==> config.mk <==
export PLATFORM = sky130hd
export DESIGN_NAME = rice_residual_decoder
export DESIGN_NICKNAME = d
export VERILOG_FILES = /design/src/rtl/rice_pkg.sv /design/src/rtl/rice_bit_buffer.sv /design/src/rtl/rice_residual_decoder.sv
export SDC_FILE = /design/constraint.sdc
export NUM_CORES = 1
export LEC_CHECK = 0
export ABC_AREA = 1
export BUFFER_PORTS_ARGS = -buffer_cell sky130_fd_sc_hd__buf_2
export CAP_MARGIN = 5
export CORE_AREA = 2 2 133 135
export CTS_CLUSTER_DIAMETER = 50
export DETAILED_ROUTE_END_ITERATION = 8
export DIE_AREA = 0 0 135 137
export GPL_ROUTABILITY_DRIVEN = 0
export HOLD_SLACK_MARGIN = 0.06
export PLACE_DENSITY_LB_ADDON = 0.15
export SLEW_MARGIN = 20
export SYNTH_ARGS = -nofsm -noshare
export SYNTH_HDL_FRONTEND = slang
export SYNTH_SLANG_ARGS = --single-unit
==> constraint.sdc <==
create_clock -name iClock -period 3 [get_ports iClock]
set_clock_uncertainty 0.05 [all_clocks]
set_input_delay 0.45 -clock iClock [delete_from_list [all_inputs] [get_ports iClock]]
set_output_delay 0.45 -clock iClock [all_outputs]
set_load 0.05 [all_outputs]
==> src/rtl/rice_pkg.sv <==
// rice_pkg: shared decoder state type, Rice constants and the zigzag unfold helper.
package rice_pkg;

    localparam int         WORD_W      = 16;
    localparam int         FILL_W      = 5;
    localparam logic [3:0] RICE_ESCAPE = 4'd15;

    typedef enum logic [2:0] {
        ST_IDLE,
        ST_UNARY,
        ST_BINARY,
        ST_EMIT,
        ST_ERROR,
        ST_ESC_WIDTH,
        ST_ESC_RAW
    } dec_state_t;

    // Folded unsigned u back to signed: even u -> u/2, odd u -> -(u/2)-1 (which is ~(u/2)).
    function automatic logic [15:0] zigzagUnfold(input logic [16:0] u);
        return u[0] ? ~u[16:1] : u[16:1];
    endfunction

endpackage

==> src/rtl/rice_bit_buffer.sv <==
// rice_bit_buffer: one-word MSB-first bit buffer feeding the Rice decoder FSM a bit per cycle.
module rice_bit_buffer
    import rice_pkg::*;
(
    input  logic              iClock,
    input  logic              iResetN,
    input  logic              iFlush,
    input  logic              iWant,
    input  logic [WORD_W-1:0] iData,
    input  logic              iDataValid,
    output logic              oDataReady,
    output logic              oBit,
    output logic              oBitValid
);

    logic [WORD_W-1:0] r_shift;
    logic [FILL_W-1:0] r_fill;
    logic              w_load;

    assign oDataReady = iWant && (r_fill == '0);
    assign w_load     = oDataReady && iDataValid;
    assign oBitValid  = iWant && (r_fill != '0);
    assign oBit       = r_shift[WORD_W-1];

    // Flush wins over load and pop; load and pop never coincide since a load needs an empty buffer.
    always_ff @(posedge iClock or negedge iResetN) begin
        if (!iResetN) begin
            r_shift <= '0;
            r_fill  <= '0;
        end else if (iFlush) begin
            r_shift <= '0;
            r_fill  <= '0;
        end else if (w_load) begin
            r_shift <= iData;
            r_fill  <= FILL_W'(WORD_W);
        end else if (oBitValid) begin
            r_shift <= r_shift << 1;
            r_fill  <= r_fill - 1'b1;
        end
    end

endmodule

==> src/rtl/rice_residual_decoder.sv <==
// rice_residual_decoder: decodes a partition of Rice-coded FLAC residuals from a 16-bit word stream.
// Optional FLAC escape-code support (k=15, raw n-bit residuals) is enabled by defining RICE_ESCAPE_EN.
module rice_residual_decoder
    import rice_pkg::*;
#(
    parameter int MAX_QUOTIENT = 4095
) (
    input  logic        iClock,
    input  logic        iResetN,
    input  logic        iStart,
    input  logic [15:0] iNSamples,
    input  logic [3:0]  iRiceParam,
    input  logic [15:0] iData,
    input  logic        iDataValid,
    output logic        oDataReady,
    output logic [15:0] oResidual,
    output logic        oValid,
    input  logic        iReady,
    output logic [31:0] oTotalBits,
    output logic        oBusy,
    output logic        oDone,
    output logic        oError
);

    localparam logic [15:0] MAX_Q = 16'(MAX_QUOTIENT);

    dec_state_t  r_state, w_stateNext;
    logic [15:0] r_q, w_qNext;
    logic [15:0] r_rem, w_remNext;
    logic [4:0]  r_bitCnt, w_bitCntNext;
    logic [15:0] r_count, w_countNext;
    logic [15:0] r_n, w_nNext;
    logic [3:0]  r_k, w_kNext;
    logic [15:0] r_residual, w_residualNext;
    logic [31:0] r_totalBits, w_totalBitsNext;
    logic        r_done, w_doneNext;

    logic        w_flush;
    logic        w_want;
    logic        w_bit;
    logic        w_bitValid;
    logic [15:0] w_shiftIn;
    logic [15:0] w_countInc;
    logic [31:0] w_uUnary;
    logic [31:0] w_uBinary;
    logic [31:0] w_uFinal;
    logic        w_uOverflow;
    logic [15:0] w_uResidual;

`ifdef RICE_ESCAPE_EN
    logic [4:0]  r_escWidth, w_escWidthNext;
    logic        w_signBit;
    logic [15:0] w_rawValue;
`endif

    assign w_want = (r_state == ST_UNARY) || (r_state == ST_BINARY) ||
                    (r_state == ST_ESC_WIDTH) || (r_state == ST_ESC_RAW);

    rice_bit_buffer u_buffer (
        .iClock     (iClock),
        .iResetN    (iResetN),
        .iFlush     (w_flush),
        .iWant      (w_want),
        .iData      (iData),
        .iDataValid (iDataValid),
        .oDataReady (oDataReady),
        .oBit       (w_bit),
        .oBitValid  (w_bitValid)
    );

    assign w_shiftIn   = (r_rem << 1) | {15'b0, w_bit};
    assign w_countInc  = r_count + 16'd1;
    assign w_uUnary    = {16'b0, r_q};
    assign w_uBinary   = ({16'b0, r_q} << r_k) | {16'b0, w_shiftIn};
    assign w_uFinal    = (r_state == ST_UNARY) ? w_uUnary : w_uBinary;
    assign w_uOverflow = |w_uFinal[31:16];
    assign w_uResidual = zigzagUnfold(w_uFinal[16:0]);

`ifdef RICE_ESCAPE_EN
    assign w_signBit  = |(w_shiftIn & (16'h0001 << (r_escWidth - 5'd1)));
    assign w_rawValue = w_signBit ? (w_shiftIn | (16'hFFFF << r_escWidth)) : w_shiftIn;
`endif

    assign oValid     = (r_state == ST_EMIT);
    assign oBusy      = (r_state != ST_IDLE) && (r_state != ST_ERROR);
    assign oError     = (r_state == ST_ERROR);
    assign oDone      = r_done;
    assign oResidual  = r_residual;
    assign oTotalBits = r_totalBits;

    // Next-state and datapath updates: one bit per cycle in the reading states, residual hold in EMIT.
    always_comb begin
        w_stateNext     = r_state;
        w_qNext         = r_q;
        w_remNext       = r_rem;
        w_bitCntNext    = r_bitCnt;
        w_countNext     = r_count;
        w_nNext         = r_n;
        w_kNext         = r_k;
        w_residualNext  = r_residual;
        w_totalBitsNext = r_totalBits + {31'b0, w_bitValid};
        w_doneNext      = 1'b0;
        w_flush         = 1'b0;
`ifdef RICE_ESCAPE_EN
        w_escWidthNext  = r_escWidth;
`endif

        case (r_state)
            ST_IDLE, ST_ERROR: begin
                if (iStart) begin
                    w_flush         = (r_state == ST_ERROR);
                    w_totalBitsNext = '0;
                    w_nNext         = iNSamples;
                    w_kNext         = iRiceParam;
                    w_countNext     = '0;
                    w_qNext         = '0;
                    w_remNext       = '0;
`ifdef RICE_ESCAPE_EN
                    if (iNSamples == '0) begin
                        w_doneNext  = 1'b1;
                        w_stateNext = ST_IDLE;
                    end else if (iRiceParam == RICE_ESCAPE) begin
                        w_bitCntNext = 5'd5;
                        w_stateNext  = ST_ESC_WIDTH;
                    end else begin
                        w_stateNext = ST_UNARY;
                    end
`else
                    if (iRiceParam == RICE_ESCAPE) begin
                        w_stateNext = ST_ERROR;
                    end else if (iNSamples == '0) begin
                        w_doneNext  = 1'b1;
                        w_stateNext = ST_IDLE;
                    end else begin
                        w_stateNext = ST_UNARY;
                    end
`endif
                end
            end

            ST_UNARY: begin
                if (w_bitValid) begin
                    if (w_bit) begin
                        if (r_k == '0) begin
                            if (w_uOverflow) begin
                                w_stateNext = ST_ERROR;
                            end else begin
                                w_residualNext = w_uResidual;
                                w_stateNext    = ST_EMIT;
                            end
                        end else begin
                            w_remNext    = '0;
                            w_bitCntNext = {1'b0, r_k};
                            w_stateNext  = ST_BINARY;
                        end
                    end else if (r_q == MAX_Q) begin
                        w_stateNext = ST_ERROR;
                    end else begin
                        w_qNext = r_q + 16'd1;
                    end
                end
            end

            ST_BINARY: begin
                if (w_bitValid) begin
                    w_remNext    = w_shiftIn;
                    w_bitCntNext = r_bitCnt - 5'd1;
                    if (r_bitCnt == 5'd1) begin
                        if (w_uOverflow) begin
                            w_stateNext = ST_ERROR;
                        end else begin
                            w_residualNext = w_uResidual;
                            w_stateNext    = ST_EMIT;
                        end
                    end
                end
            end

            ST_EMIT: begin
                if (iReady) begin
                    w_countNext = w_countInc;
                    if (w_countInc == r_n) begin
                        w_doneNext  = 1'b1;
                        w_stateNext = ST_IDLE;
                    end else begin
                        w_qNext   = '0;
                        w_remNext = '0;
`ifdef RICE_ESCAPE_EN
                        if (r_k == RICE_ESCAPE) begin
                            if (r_escWidth == '0) begin
                                w_residualNext = '0;
                                w_stateNext    = ST_EMIT;
                            end else begin
                                w_bitCntNext = r_escWidth;
                                w_stateNext  = ST_ESC_RAW;
                            end
                        end else begin
                            w_stateNext = ST_UNARY;
                        end
`else
                        w_stateNext = ST_UNARY;
`endif
                    end
                end
            end

`ifdef RICE_ESCAPE_EN
            ST_ESC_WIDTH: begin
                if (w_bitValid) begin
                    w_remNext    = w_shiftIn;
                    w_bitCntNext = r_bitCnt - 5'd1;
                    if (r_bitCnt == 5'd1) begin
                        w_escWidthNext = w_shiftIn[4:0];
                        w_remNext      = '0;
                        if (w_shiftIn[4:0] > 5'd16) begin
                            w_stateNext = ST_ERROR;
                        end else if (w_shiftIn[4:0] == 5'd0) begin
                            w_residualNext = '0;
                            w_stateNext    = ST_EMIT;
                        end else begin
                            w_bitCntNext = w_shiftIn[4:0];
                            w_stateNext  = ST_ESC_RAW;
                        end
                    end
                end
            end

            ST_ESC_RAW: begin
                if (w_bitValid) begin
                    w_remNext    = w_shiftIn;
                    w_bitCntNext = r_bitCnt - 5'd1;
                    if (r_bitCnt == 5'd1) begin
                        w_residualNext = w_rawValue;
                        w_stateNext    = ST_EMIT;
                    end
                end
            end
`endif

            default: begin
                w_stateNext = ST_IDLE;
            end
        endcase
    end

    // State and datapath registers; reset returns everything to idle with zeroed outputs.
    always_ff @(posedge iClock or negedge iResetN) begin
        if (!iResetN) begin
            r_state     <= ST_IDLE;
            r_q         <= '0;
            r_rem       <= '0;
            r_bitCnt    <= '0;
            r_count     <= '0;
            r_n         <= '0;
            r_k         <= '0;
            r_residual  <= '0;
            r_totalBits <= '0;
            r_done      <= 1'b0;
`ifdef RICE_ESCAPE_EN
            r_escWidth  <= '0;
`endif
        end else begin
            r_state     <= w_stateNext;
            r_q         <= w_qNext;
            r_rem       <= w_remNext;
            r_bitCnt    <= w_bitCntNext;
            r_count     <= w_countNext;
            r_n         <= w_nNext;
            r_k         <= w_kNext;
            r_residual  <= w_residualNext;
            r_totalBits <= w_totalBitsNext;
            r_done      <= w_doneNext;
`ifdef RICE_ESCAPE_EN
            r_escWidth  <= w_escWidthNext;
`endif
        end
    end

endmodule

# [Yosys cells after proc, flatten, opt, wreduce, memory -nomap -nowiden]
# Index checks and enable logic that the tools add are counted.
[totals] inputBits=41 ff_bits=145 out_inout_bits=53 elab_cells=128
[classes] shift=1 bitwise_logic=3 n_eq_ne=23 n_mux=57 reduce_logical=27 add_sub_neg=5
[ops] operator="$mux W16" count=17
[ops] operator="$mux W32" count=3
[ops] operator="$pmux W16 S2" count=2
[ops] operator="$mux W15" count=4
[ops] operator="$pmux W15 S4" count=1
[ops] operator="$pmux W16 S3" count=1
[ops] operator="$mux W5" count=7
[ops] operator="$add A16 B1 Y16 const B" count=2
[ops] operator="$add A32 B1 Y32" count=1
[ops] operator="$or A32 B16 Y32" count=1
[ops] operator="$shl A16 B4 Y32" count=1
[ops] operator="$mux W3" count=10
[ops] operator="$eq A16 B12 Y1 const B" count=1
[ops] operator="$eq A16 B16 Y1" count=1
[ops] operator="$logic_not A16 Y1" count=1
[ops] operator="$not A16 Y16" count=1
[ops] operator="$or A16 B1 Y16" count=1
[ops] operator="$reduce_or A16 Y1" count=1
[ops] operator="$ne A2 B2 Y1 const B" count=7
[ops] operator="$pmux W3 S4" count=1
[ops] operator="$reduce_and A6 Y1" count=2
[ops] operator="$pmux W5 S2" count=1
[ops] operator="$sub A5 B1 Y5 const B" count=2
[ops] operator="$eq A3 B3 Y1 const B" count=3
[ops] operator="24 further kinds" count=44

# [Longest topological paths before layout]
[logic_depth] word_depth=10 depth_mapped=21 ltp_nobuf=21

# [Modules after synthesis]
# A second synthesis with hierarchy kept.
[hier_totals] hier_cells=1389 area_unflattened_um2=9404.0
[by_module_without_submodules] module="rice_residual_decoder" area_per_inst_um2=8244.2 cells_each=1226 instances=1
[by_module_without_submodules] module="rice_bit_buffer" area_per_inst_um2=1159.9 cells_each=163 instances=1

# [Least setup slack after synthesis]
# OpenSTA, ideal clock, no wires.
[synth_path] path_kind="reg2reg" start="register r_state[1]" end="register r_totalBits[28] (netlist: oTotalBits[28])" path_stages_with_launch=22 required_time_ps=2886 slack_ps=-56 t_arrival_ps=2942 path_cell_list="dfrtp_1 -> inv_1 -> nand2_2 -> nand2_1 -> inv_1 -> nand2_1 -> nand2_1 -> nand2_2 -> inv_1 -> ha_1 -> ha_1 -> nand2_1 -> nor2_1 -> nand2_1 -> nor2_1 -> nand2_1 -> inv_1 -> nand4_1 -> nor3_1 -> a21oi_1 -> nand3b_1 -> inv_1"
[synth_via] elab_chain_cells=8 word_cells_on_any_way=14
[synth_lines] item="from (decl)" line_no="rice_residual_decoder.sv:27" rtl="dec_state_t r_state, w_stateNext;"
[synth_lines] item="from (signal assigned)" line_no="rice_residual_decoder.sv:263" rtl="r_state <= w_stateNext;"
[synth_lines] item="$eq A3 B1 Y1 or $eq A3 B2 Y1 (tied branches)" line_no="rice_residual_decoder.sv:56" rtl="assign w_want = (r_state == ST_UNARY) || (r_state == ST_BINARY) ||"
[synth_lines] item="$logic_or A1 B1 Y1 (2 in series)" line_no="rice_residual_decoder.sv:56"
[synth_lines] item="$logic_or A1 B1 Y1" line_no="rice_residual_decoder.sv:57" rtl="(r_state == ST_ESC_WIDTH) || (r_state == ST_ESC_RAW);"
[synth_lines] item="$logic_and A1 B1 Y1" line_no="rice_bit_buffer.sv:22" rtl="assign oBitValid = iWant && (r_fill != '0);"
[synth_lines] item="$add A32 B1 Y32" line_no="rice_residual_decoder.sv:101" rtl="w_totalBitsNext = r_totalBits + {31'b0, w_bitValid};"
[synth_lines] item="$mux W32" line_no="rice_residual_decoder.sv:110" rtl="if (iStart) begin"
[synth_lines] item="$mux W32 (*)" line_no="rice_residual_decoder.sv:108" rtl="case (r_state)"
[synth_lines] item="net w_totalBitsNext[28]" line_no="rice_residual_decoder.sv:35" rtl="logic [31:0] r_totalBits, w_totalBitsNext;"
[synth_lines] item="to (signal assigned)" line_no="rice_residual_decoder.sv:271" rtl="r_totalBits <= w_totalBitsNext;"
[synth_lines] item="to (decl)" line_no="rice_residual_decoder.sv:35"
# Mark *: on every way through the listed nets, which the timed path passes. The rest lies on a longest branch.
# A chain may end at the register's enable or synchronous reset.

# [Worst setup path after layout]
[layout_path] start="register r_state[0]" end="register r_totalBits[28] (netlist: oTotalBits[28])"
# The elaborated chain is that of the path after synthesis.

==> summary.md <==
| Metric | Value |
|---|---|
| Status | complete, no violations |
| Initial Util | 0.527 |
| Routed wire length | 23800 µm |
| Ratio of final minimum period to clock period | 0.926 |
| Top-Level Pins | 94 |
| Die area | 0.0185 mm² |
| Clock buffer depth | 2 |
| Arr. time, crit path | 3.10 ns |
| Fin util | 0.610 |
| Mapped Cells | 1289 |
| # nets final | 1421 |
| Number of distinct library cells after synthesis | 45 |
| Share of the synthesized area in the top cell type | 0.404 |
| Relative slew margins | 0.444 |
| Post-synth EDFFs | 0 |
| Period minus WS final | 2.78 ns |
| Synth area leader | dfrtp_1 |
| Chip Width | 135 µm |
| Fin cells | 1611 |
| # DRC | 0 |
| Root Driver | clkbuf_16 |
| ANT nets after route | 0 |
| Post-synth top cells | nand2_1, dfrtp_1, nor2_1 |
| Die Ht | 137 µm |
| Worst-Margin Slew | 0.834 ns |
| Synth warn | 0 |
| Seq/Total Area, Yosys | 0.404 |
| Via-per-instance ratio | 5.42 |
| Maximum vdd ir drop | 536 µV |
| Synthesis-to-finish area growth | 15.7% |
| Startpoint Class | register |
| Final HPWL from detailed placement | 17100 µm |
| Layout cells sized above 1 | 0.138 |
| Async SR Flop Fraction | 1.00 |
| Avg WL per Cell | 14.8 µm |
| Total CTS buffers | 17 |
| Placed cell count | 1576 |
| Fmax | 360 MHz |
| Worst hold path class | input port to register |
| TritonCTS Sinks | 145 |
| Crit path kind | register to register |
| CP Max Fanout | 5 |
| Setup crit end kind | register |
| Total negative slack | 0 ns |
| Synth Cell Area | 0.00899 mm² |
| Top-count cell post-synth | nand2_1 |
| First-pass GRT wire length | 39700 µm |
| Worst EP required | 3.32 ns |
| Site Rows | 48 |
| First-pass iteration count of the detailed router | 5 |
| Fin. max-slew vios | 0 |
| Pwr Density | 932 mW/mm² |
| Antenna violations before repair | 1 |
| Vias in the first global route | 8109 |
| TritonCTS clock tree | built |
| Skew-Pair Late Insertion Delay | 0.43 ns |
| Max Cap Viol | 0 |
| Area contributors post-synth | dfrtp_1, nand2_1, nand3_1 |
| Total Power | 9.69 mW |
| CTS H-tree lvls | 4 |
| Flops & latches, synth | 145 |
| Final Setup Violations | 0 |
| Overflow after GRT | 0 |
| Leak | 5.18 nW |
| Input/output buffers | 93 |
| Worst-path clk slew | 0.06 ns |
| Overall global routing resource usage | 0.268 |
| Hold Vio Cnt, Final | 0 |
| First DRT Iteration DRCs | 674 |
| Net Count, Synth | 1338 |
| Top FF cell, synth | dfrtp_1 |
| Largest net degree at the start of global routing | 57 |
| Via count of the routed design | 8725 |
| Core area | 0.0171 mm² |
| Mean Syn Cell Area | 6.98 µm² |
registers in the layout, indices dropped and copies added (netlist names):
signal            flops
oDone                 1
u_buffer.r_shift     16
oTotalBits           32
r_bitCnt              5
r_q                  16
r_count              16
r_k                   4
r_state               3
u_buffer.r_fill       5
r_n                  16
r_rem                15
oResidual            16
cell usage in the layout (no fill, tap or decap), types with 3 or more instances in the layout:
| cell | Yosys | final |
|---|---|---|
| nand2_1 | 411 | 410 |
| buf_2 | 18 | 92 |
| nor2_1 | 125 | 122 |
| o21a_1 | 3 | 3 |
| xnor2_1 | 9 | 9 |
| nand4_1 | 14 | 14 |
| o211ai_1 | 5 | 5 |
| o21ai_1 | 4 | 4 |
| a31oi_1 | 8 | 8 |
| nand2_2 | 4 | 4 |
| nor2_4 | 4 | 5 |
| xor2_1 | 31 | 31 |
| nor3_1 | 19 | 15 |
| inv_1 | 124 | 122 |
| nor4_1 | 6 | 5 |
| nand3b_1 | 13 | 13 |
| inv_2 | 4 | 6 |
| nor3b_1 | 5 | 5 |
| bufinv_16 | 0 | 3 |
| o2111ai_1 | 3 | 3 |
| a211oi_1 | 3 | 3 |
| nand3_2 | 3 | 3 |
| ha_1 | 8 | 7 |
| nand3_1 | 114 | 113 |
| clkbuf_16 | 0 | 17 |
| buf_4 | 2 | 25 |
| nor3_2 | 1 | 4 |
| o22ai_1 | 29 | 29 |
| dfrtp_1 | 145 | 144 |
| nor2_2 | 1 | 3 |
| a21oi_1 | 31 | 31 |
| inv_6 | 0 | 6 |
| o21ai_0 | 90 | 90 |
| or2_2 | 4 | 4 |
power by group:
group / switching (mW) / internal, mW / total [mW]
clock network: 0.895 / 1.35 / 2.24
registers: 0.298 / 2.38 / 2.68
logic: 3.34 / 1.43 / 4.77
logic make-up after synthesis:
family	count (synthesis)	share of synthesized area
fa+ha+maj	8	0.0111
buf+inv	186	0.0827
xor+xnor	41	0.0415
flops	145	0.404
compound gates	182	0.114
simple gates	727	0.347
area by class of cell:
cell class | instances | area (µm²)
fill | 1627 | 6660
multi-input combinational | 958 | 4700
sequential | 145 | 3630
timing repair buffer | 120 | 689
inverter | 130 | 488
clock buffer | 19 | 443
tap | 225 | 282
clock inverter | 13 | 171
antenna | 1 | 2.50
critical path, stage by stage, from the launching register on:
cell	delay (ns)
dfrtp_2	0.44
nand2_2	0.10
nand2_1	0.06
inv_1	0.06
nand2_1	0.07
nand2_1	0.07
nand2_2	0.05
inv_2	0.07
ha_2	0.18
ha_1	0.18
nand2_1	0.08
nor2_2	0.10
nand2_1	0.10
nor2_2	0.11
nand2_1	0.11
inv_2	0.12
nand4_1	0.16
nor3_2	0.16
buf_4	0.15
a21oi_1	0.06
nand3b_1	0.15
inv_1	0.08
metrics by stage:
stage	hold slack, ns	area [µm²]	setup slack (ns)
floorplan	0.104	9000	0.0449
global placement	0.403	9700	0.165
detailed placement	0.406	9700	0.0887
CTS	0.197	10300	0.0735
global route	0.200	10400	-0.0694
finish	0.196	10400	0.222
layer usage:
metal | global-route usage | part of all wire | wire [µm]
met5 | 0 | 0 | 0
met4 | 0.0839 | 0.022 | 516
met3 | 0.0541 | 0.061 | 1450
met2 | 0.421 | 0.46 | 10900
met1 | 0.375 | 0.46 | 11000
worst paths after layout:
path | startpoint | end | slack, ns | depth (start not counted)
setup / recovery | r_state[0] | oTotalBits[28] | 0.22 | 21
hold / removal | iStart | oTotalBits[6] | 0.20 | 2
setup reg to reg | r_state[0] | oTotalBits[28] | 0.22 | 21
hold reg to reg | r_rem[8] | r_rem[8] | 0.43 | 2
max in group asynchronous | iResetN | r_q[0] | 1.63 | 3
min in group asynchronous | iResetN | r_n[13] | 0.50 | 2
repair_timing:
item	CTS	global route
endpoints found under the setup margin	0	9
endpoints found under the hold margin	53	0
hold buffers	1	0
resized for setup	0	16
buffers inserted	0	1
(Power assumes the default switching activity.)
